===== src/rtl/stopwatch_ctrl.sv =====
// MM:SS stopwatch controller: run/pause/adjust FSM, 1 Hz and 2 Hz time bases,
// and a blink mask for the field being adjusted. Outputs feed a 4-digit display driver.
module stopwatch_ctrl #(
    parameter int CNT_1HZ   = 100000000,
    parameter int CNT_2HZ   = 50000000,
    parameter int CNT_BLINK = 25000000
) (
    input  logic       clk,
    input  logic       rst,
    input  logic       pause_btn,
    input  logic       clr_btn,
    input  logic       adj,
    input  logic       sel,
    output logic [3:0] seconds1,
    output logic [3:0] seconds2,
    output logic [3:0] minutes1,
    output logic [3:0] minutes2,
    output logic [3:0] blank,
    output logic       running,
    output logic [1:0] state_dbg
);

    localparam int W1 = (CNT_1HZ > 1) ? $clog2(CNT_1HZ) : 1;
    localparam int W2 = (CNT_2HZ > 1) ? $clog2(CNT_2HZ) : 1;
    localparam int WB = (CNT_BLINK > 1) ? $clog2(CNT_BLINK) : 1;

    typedef enum logic [1:0] {
        PAUSED = 2'd0,
        RUN    = 2'd1,
        ADJUST = 2'd2
    } state_t;

    state_t          state;
    state_t          state_nxt;
    logic [W1-1:0]   cnt1;
    logic [W2-1:0]   cnt2;
    logic [WB-1:0]   cntb;
    logic            phase;
    logic            phase_nxt;
    logic            enter_adj;
    logic            tick;
    logic            step;
    logic [8:0]      secs_inc;
    logic [8:0]      mins_inc;

    // Increment a two-digit BCD 00..59 field; bit 8 flags the 59 -> 00 wrap.
    function automatic logic [8:0] inc60(input logic [7:0] f);
        logic [8:0] r;
        if (f[3:0] == 4'd9) begin
            if (f[7:4] == 4'd5) r = {1'b1, 8'h00};
            else                r = {1'b0, f[7:4] + 4'd1, 4'd0};
        end else begin
            r = {1'b0, f[7:4], f[3:0] + 4'd1};
        end
        return r;
    endfunction

    // adj dominates everything; leaving ADJUST always parks in PAUSED.
    always_comb begin
        state_nxt = state;
        if (adj)                  state_nxt = ADJUST;
        else if (state == ADJUST) state_nxt = PAUSED;
        else if (pause_btn)       state_nxt = (state == RUN) ? PAUSED : RUN;
    end

    assign enter_adj = adj && (state != ADJUST);
    assign tick      = (state == RUN) && !adj && (cnt1 == W1'(CNT_1HZ - 1));
    assign step      = (state == ADJUST) && (cnt2 == W2'(CNT_2HZ - 1));
    assign phase_nxt = (cntb == WB'(CNT_BLINK - 1)) ? ~phase : phase;
    assign secs_inc  = inc60({seconds2, seconds1});
    assign mins_inc  = inc60({minutes2, minutes1});
    assign state_dbg = state;

    always_ff @(posedge clk) begin
        if (!rst) begin
            state    <= PAUSED;
            running  <= 1'b0;
            blank    <= 4'b0000;
            cnt1     <= '0;
            cnt2     <= '0;
            cntb     <= '0;
            phase    <= 1'b0;
            seconds1 <= 4'd0;
            seconds2 <= 4'd0;
            minutes1 <= 4'd0;
            minutes2 <= 4'd0;
        end else begin
            state   <= state_nxt;
            running <= (state_nxt == RUN);
            phase   <= phase_nxt;
            cntb    <= (cntb == WB'(CNT_BLINK - 1)) ? '0 : cntb + 1'b1;
            blank   <= (state_nxt == ADJUST && phase_nxt) ? (sel ? 4'b0011 : 4'b1100) : 4'b0000;

            // The 1 Hz fraction survives a pause; only clear/adjust-entry drop it.
            if (clr_btn || enter_adj) cnt1 <= '0;
            else if (state == RUN)    cnt1 <= tick ? '0 : cnt1 + 1'b1;

            if (clr_btn || enter_adj)   cnt2 <= '0;
            else if (state == ADJUST)   cnt2 <= step ? '0 : cnt2 + 1'b1;

            if (clr_btn) begin
                seconds1 <= 4'd0;
                seconds2 <= 4'd0;
                minutes1 <= 4'd0;
                minutes2 <= 4'd0;
            end else if (tick) begin
                {seconds2, seconds1} <= secs_inc[7:0];
                if (secs_inc[8]) {minutes2, minutes1} <= mins_inc[7:0];
            end else if (step) begin
                if (sel) {seconds2, seconds1} <= secs_inc[7:0];
                else     {minutes2, minutes1} <= mins_inc[7:0];
            end
        end
    end

endmodule


===== config.mk =====
export PLATFORM = sky130hd
export DESIGN_NAME = stopwatch_ctrl
export DESIGN_NICKNAME = d
export VERILOG_FILES = /design/src/rtl/stopwatch_ctrl.sv
export SDC_FILE = /design/constraint.sdc
export NUM_CORES = 1
export LEC_CHECK = 0
export CAP_MARGIN = 10
export CORE_MARGIN = 2
export CORE_UTILIZATION = 40
export CTS_CLUSTER_DIAMETER = 60
export DETAILED_ROUTE_END_ITERATION = 16
export PLACE_DENSITY_LB_ADDON = 0.15
export RECOVER_POWER = 50
export SYNTH_ARGS = -nofsm -noshare
export SYNTH_HDL_FRONTEND = slang
export SYNTH_SLANG_ARGS = --single-unit

===== constraint.sdc =====
create_clock -name clk -period 4.3 [get_ports clk]
set_input_delay 0.645 -clock clk [delete_from_list [all_inputs] [get_ports clk]]
set_output_delay 0.645 -clock clk [all_outputs]
set_load 0.01 [all_outputs]

==> Word level (Yosys, flattened, before mapping) <==
Index checks and enable logic that the tools add are counted.
Widths: inputs -> output; s select.
{ "word_totals": {"reg_bits": 102, "latchBits": 0, "ramBits": 0, "mem_bits_ro": 0, "in_bits": 6, "output_inout_bits": 23, "elab_cells": 75, "mem_count": 0} }
{ "op_classes": {"n_addsub": 7, "n_mul": 0, "n_div": 0, "magnitude_cmp": 0, "n_eq_ne": 14, "shift": 0, "mux": 26, "n_bitwise": 2, "n_reduce_logical": 15} }
{ "ops": {"columns": ["op", "n"], "rows": [
  ["$mux 4", 15],
  ["$add 27x1->27 const B", 1],
  ["$eq 27x27->1 const B", 1],
  ["$mux 27", 1],
  ["$add 26x1->26 const B", 1],
  ["$eq 26x26->1 const B", 1],
  ["$mux 26", 1],
  ["$add 25x1->25 const B", 1],
  ["$eq 25x25->1 const B", 1],
  ["$mux 9", 2],
  ["$add 4x1->4 const B", 4],
  ["$mux 8", 2],
  ["$eq 4x3->1 const B", 2],
  ["$eq 4x4->1 const B", 2],
  ["$mux 2", 3],
  ["$reduce_or 2->1", 3],
  ["$logic_and 1x1->1", 5],
  ["$eq 2x1->1 const B", 2],
  ["$eq 2x2->1 const B", 2],
  ["$ne 2x1->1 const B", 2],
  ["$reduce_and 2->1", 2],
  ["$reduce_bool 2->1", 2],
  ["$reduce_and 3->1", 1],
  ["$mux 1", 2],
  ["4 further kinds", 5]
]} }

==> Longest topological paths before layout <==
{ "logic_depth": {"ltp_word": 8, "ltp_mapped": 8, "ltp_nobuf": 6} }

==> Worst setup path after synthesis <==
OpenSTA, ideal clock, no wires.
{ "synth_timing": {"path_type": "in2reg", "from": "input adj", "to": "register cnt1[10]", "setup_time_ps": 117, "arrival_ps": 2038, "required_ps": 4183, "path_slack_ps": 2145, "cell_stages": 7, "n_path_buf": 2, "path_cell_list": "or3b_2 > nor4_2 > and4_1 > nand2b_1 > buf_4 > buf_2 > nor2_1"} }
{ "synth_via": {"elab_chain_cells": 4, "elab_cells_between_ends": 7, "cone_classes": "mux (1); reduce/logical (6)"} }
{ "synth_rtl": {"columns": ["item", "line_no", "source"], "rows": [
  ["start, declared", "12", "input logic adj,"],
  ["$logic_not 1->1", "67", "assign tick = (state == RUN) && !adj && (cnt1 == W1'(CNT_1HZ - 1));"],
  ["$logic_and 1x1->1 (2 in series)", "67", null],
  ["$mux 27", "96", "else if (state == RUN) cnt1 <= tick ? '0 : cnt1 + 1'b1;"],
  ["end signal, assigned", "96", null],
  ["end, declared", "35", "logic [W1-1:0] cnt1;"]
]} }
Parallel ways exist; a longest one is shown, timed or not.
A chain may end at the register's enable or synchronous reset.

==> Worst setup path after layout <==
{ "layout_timing": {"from": "input adj", "to": "register seconds1[2]"} }
{ "layout_via": {"elab_chain_cells": 5, "elab_cells_between_ends": 7, "cone_classes": "mux (1); reduce/logical (6)"} }
{ "layout_rtl": {"columns": ["item", "line_no", "source"], "rows": [
  ["$logic_not 1->1 *", "67", null],
  ["$logic_and 1x1->1 * (2 in series)", "67", null],
  ["$reduce_bool 2->1 (no source line)", null, null],
  ["$reduce_and 2->1 (no source line)", null, null],
  ["end signal, assigned", "107", "{seconds2, seconds1} <= secs_inc[7:0];"],
  ["end signal, assigned", "110", "if (sel) {seconds2, seconds1} <= secs_inc[7:0];"],
  ["end, declared", "14", "output logic [3:0] seconds1,"]
]} }
Mark *: on every way between the ends. The rest lies on a longest branch, timed or not.

==> flow_summary.yaml <==
clocking:
  cts_resized: 0
  worstSkewPairLatency_ns: 0.35
  root_buffer: "clkbuf_16"
  cts_made_buffers: 9
  postCtsHoldBufs: 0
  htree_levels: 3
  clk_pin_slew_ns: 0.07
  cts_max_path_buffers: 2
  cts_tree: "yes"
  postCtsSetupBuffers: 0
  cts.sinks: 100
worst_setup_path:
  worstPathRequired_ns: 4.60
  start_kind: "primary input"
  worstSetupPathType: "primary input to flip-flop"
  arrival_ns: 3.42
  crit_fanout: 14
  timing.reg2reg.setup_slack_ns: 1.53
  cp-end-kind: "flip-flop"
outcome:
  violations: "DRC"
  status: "finished, violations left"
logic_synthesis:
  syn_nets: 571
  postSynthAreaPerCell_um2: 8.498
  ys_warn_count: 0
  async_reset_ff_frac: 0
  syn_inst: 562
  synth_area_um2: 4776
  synth_ff_type: "dfxtp_1"
  yosysSeqAreaShare: 0.4192
  ys_ff_latch: 100
  synth_edf_count: 0
  ys_types: 61
timing:
  fin_crit_sh: 0.7275
  hold_violations: 0
  holdWs_ns: 0.4495
  slew_violations: 0
  relSlewSlack: 0.3596
  fin_crit_ns: 3.128
  rsz0062_at_grt: "false"
  tns_ns: 0
  worst_slew_pin_slew_ns: 0.9606
  max_freq_ghz: 0.3197
  finalSetupViolCount: 0
  fin_skew_ns: 0.006824
grt:
  grt_pass1_wl_mm: 16.95
  grt_remaining_overflow: 0
  grt_pass1_vias: 3573
  antenna_found_initial: 1
  groute.usage.overall: 0.1629
  grt_max_degree: 28
floorplan:
  die_h_um: 113.3
  row_count: 39
  initial_core_util: 0.4147
  die_x_um: 113.3
  coreArea_um2: 11520
  die_area_um2: 12830
  io_pins: 29
power:
  p_per_area_nw_per_um2: 348.9
  power.leakage_nw: 1.766
  peakVddDrop_v: 0.0001608
cells_and_area:
  final_util: 0.4731
  fin_nets: 589
  drive_above_1_share: 0.04786
  areaGrowthSynthToFinish_pct: 14.07
  register_area_um2: 2002
  multiInputGateArea_um2: 2565
  layoutNonFillerInstCount: 729
  fill_cells: 1127
detailed_routing:
  vias: 3907
  final_antenna_net_count: 0
  via_per_inst: 5.359
  first_pass_iters: 10
  wl_mm: 9.831
  wl_per_cell_um: 13.49
  drtIter0Drc: 185
  drc_errors: 3
flow_run:
  drv_cap: 0
place:
  finalWeightedCongestion: 0.7564
  port_buffers: 28
  dp.cells: 712
  hpwlAfterDp_mm: 6.721
min_path:
  hold_path.class: "flip-flop to flip-flop"
-- critical path, stage by stage --
cell,delay (ns)
dlygate4sd3_1,0.64
or3b_2,0.47
nor4_1,0.57
a32oi_1,0.44
or4_1,0.59
nand2_1,0.07
-- worst paths after layout --
kind	from	end	cells past startpoint
worst max-delay path	adj	seconds1[2]	6
worst min-delay path	cntb[0]	cntb[0]	1
worst max register to register	state_dbg[0]	seconds1[2]	5
worst min register to register	cntb[0]	cntb[0]	1
-- state kept, by name (all words and copies together) (netlist names), 2 cells and up --
signal and flops:
minutes1 4, seconds1 4, state_dbg 2, seconds2 4, minutes2 4, cnt2 26, cnt1 27, cntb 25
blank 2
-- metal layers --
layer | up-vias | track usage | wire length, um
met1 | 1818 | 0.2241 | 5005
met2 | 60 | 0.2427 | 4239
li1 | 2017 | - | -
met5 | - | 0 | 0
met3 | 12 | 0.04178 | 395
met4 | 0 | 0.06829 | 190
-- layout make-up --
type                    instances  share of cell area
multi-input cells             420              0.4708
flip-flops and latches        100              0.3675
repair buffers                 30             0.05420
clock buffers                  11             0.04272
well taps                     143             0.03284
clock inverters                 5             0.01837
inverters                      19             0.01309
diodes                          1           0.0004593
-- report_power, final --
group	internal [W]	switching [W]	total (W)	leakage, nW
combinational	0.0000154	0.0000295	0.0000449	0.796
clock	0.000567	0.000354	0.000921	0.163
sequential	0.000930	0.00000495	0.000935	0.806
-- cell usage after synthesis, drive strengths merged, types with 6 or more instances --
library cell | number | area share
inv | 19 | 0.015
a21oi | 15 | 0.016
and2 | 6 | 0.0079
xnor2 | 43 | 0.079
and3 | 6 | 0.0079
and4 | 11 | 0.020
dfxtp | 100 | 0.42
o21ai | 12 | 0.013
clkbuf | 11 | 0.0089
nor3 | 19 | 0.020
nor2 | 88 | 0.069
xor2 | 25 | 0.046
nand3 | 30 | 0.031
nor4 | 21 | 0.032
nand2 | 46 | 0.036
or3 | 11 | 0.016
nand4 | 24 | 0.033
buf | 12 | 0.017
-- cells in the final DEF, fill, tap and decap left out, types with 3 or more instances in the layout --
master / instances
or4_1: 3
nand4_1: 23
or3_1: 8
dfxtp_1: 100
inv_1: 19
nor4bb_1: 3
nor2_1: 88
dlygate4sd3_1: 25
and3_1: 6
xnor2_1: 43
nor2b_1: 5
bufinv_16: 3
nand3_1: 30
nor4_1: 20
clkdlybuf4s50_1: 3
o211ai_1: 4
or2_2: 3
nand2b_1: 5
mux2i_1: 4
nand2_1: 46
clkbuf_16: 9
nor3_1: 19
and4_1: 11
a21oi_1: 15
o311ai_0: 3
xor2_1: 25
ha_1: 3
and2_1: 5
o21ai_0: 12
-- cell families (layout without fill, tap and decap cells) --
group | after synthesis | count (layout) | share of synthesized area
xor gates and xnor gates | 68 | 68 | 0.1247
other | 0 | 1 | 0
adders and majority gates | 3 | 3 | 0.007860
and+or+nand+nor | 294 | 294 | 0.3275
AOI/OAI and AO/OA | 51 | 51 | 0.07153
DFF | 100 | 100 | 0.4192
muxes | 4 | 4 | 0.008384
buffers and inverters | 42 | 65 | 0.04087
-- per-stage QoR --
stage               setup slack [ns]  cell area [um2]  total power, W
finish                         1.172             5448        0.001901
global route                  0.8835             5448        0.001965
CTS                            1.526             5459        0.001925
detailed placement             1.146             5126        0.001004
global placement               1.275             5126        0.001003
floorplan                      2.145             4776       0.0009865
No activity file was read; power rests on OpenSTA's default activity.
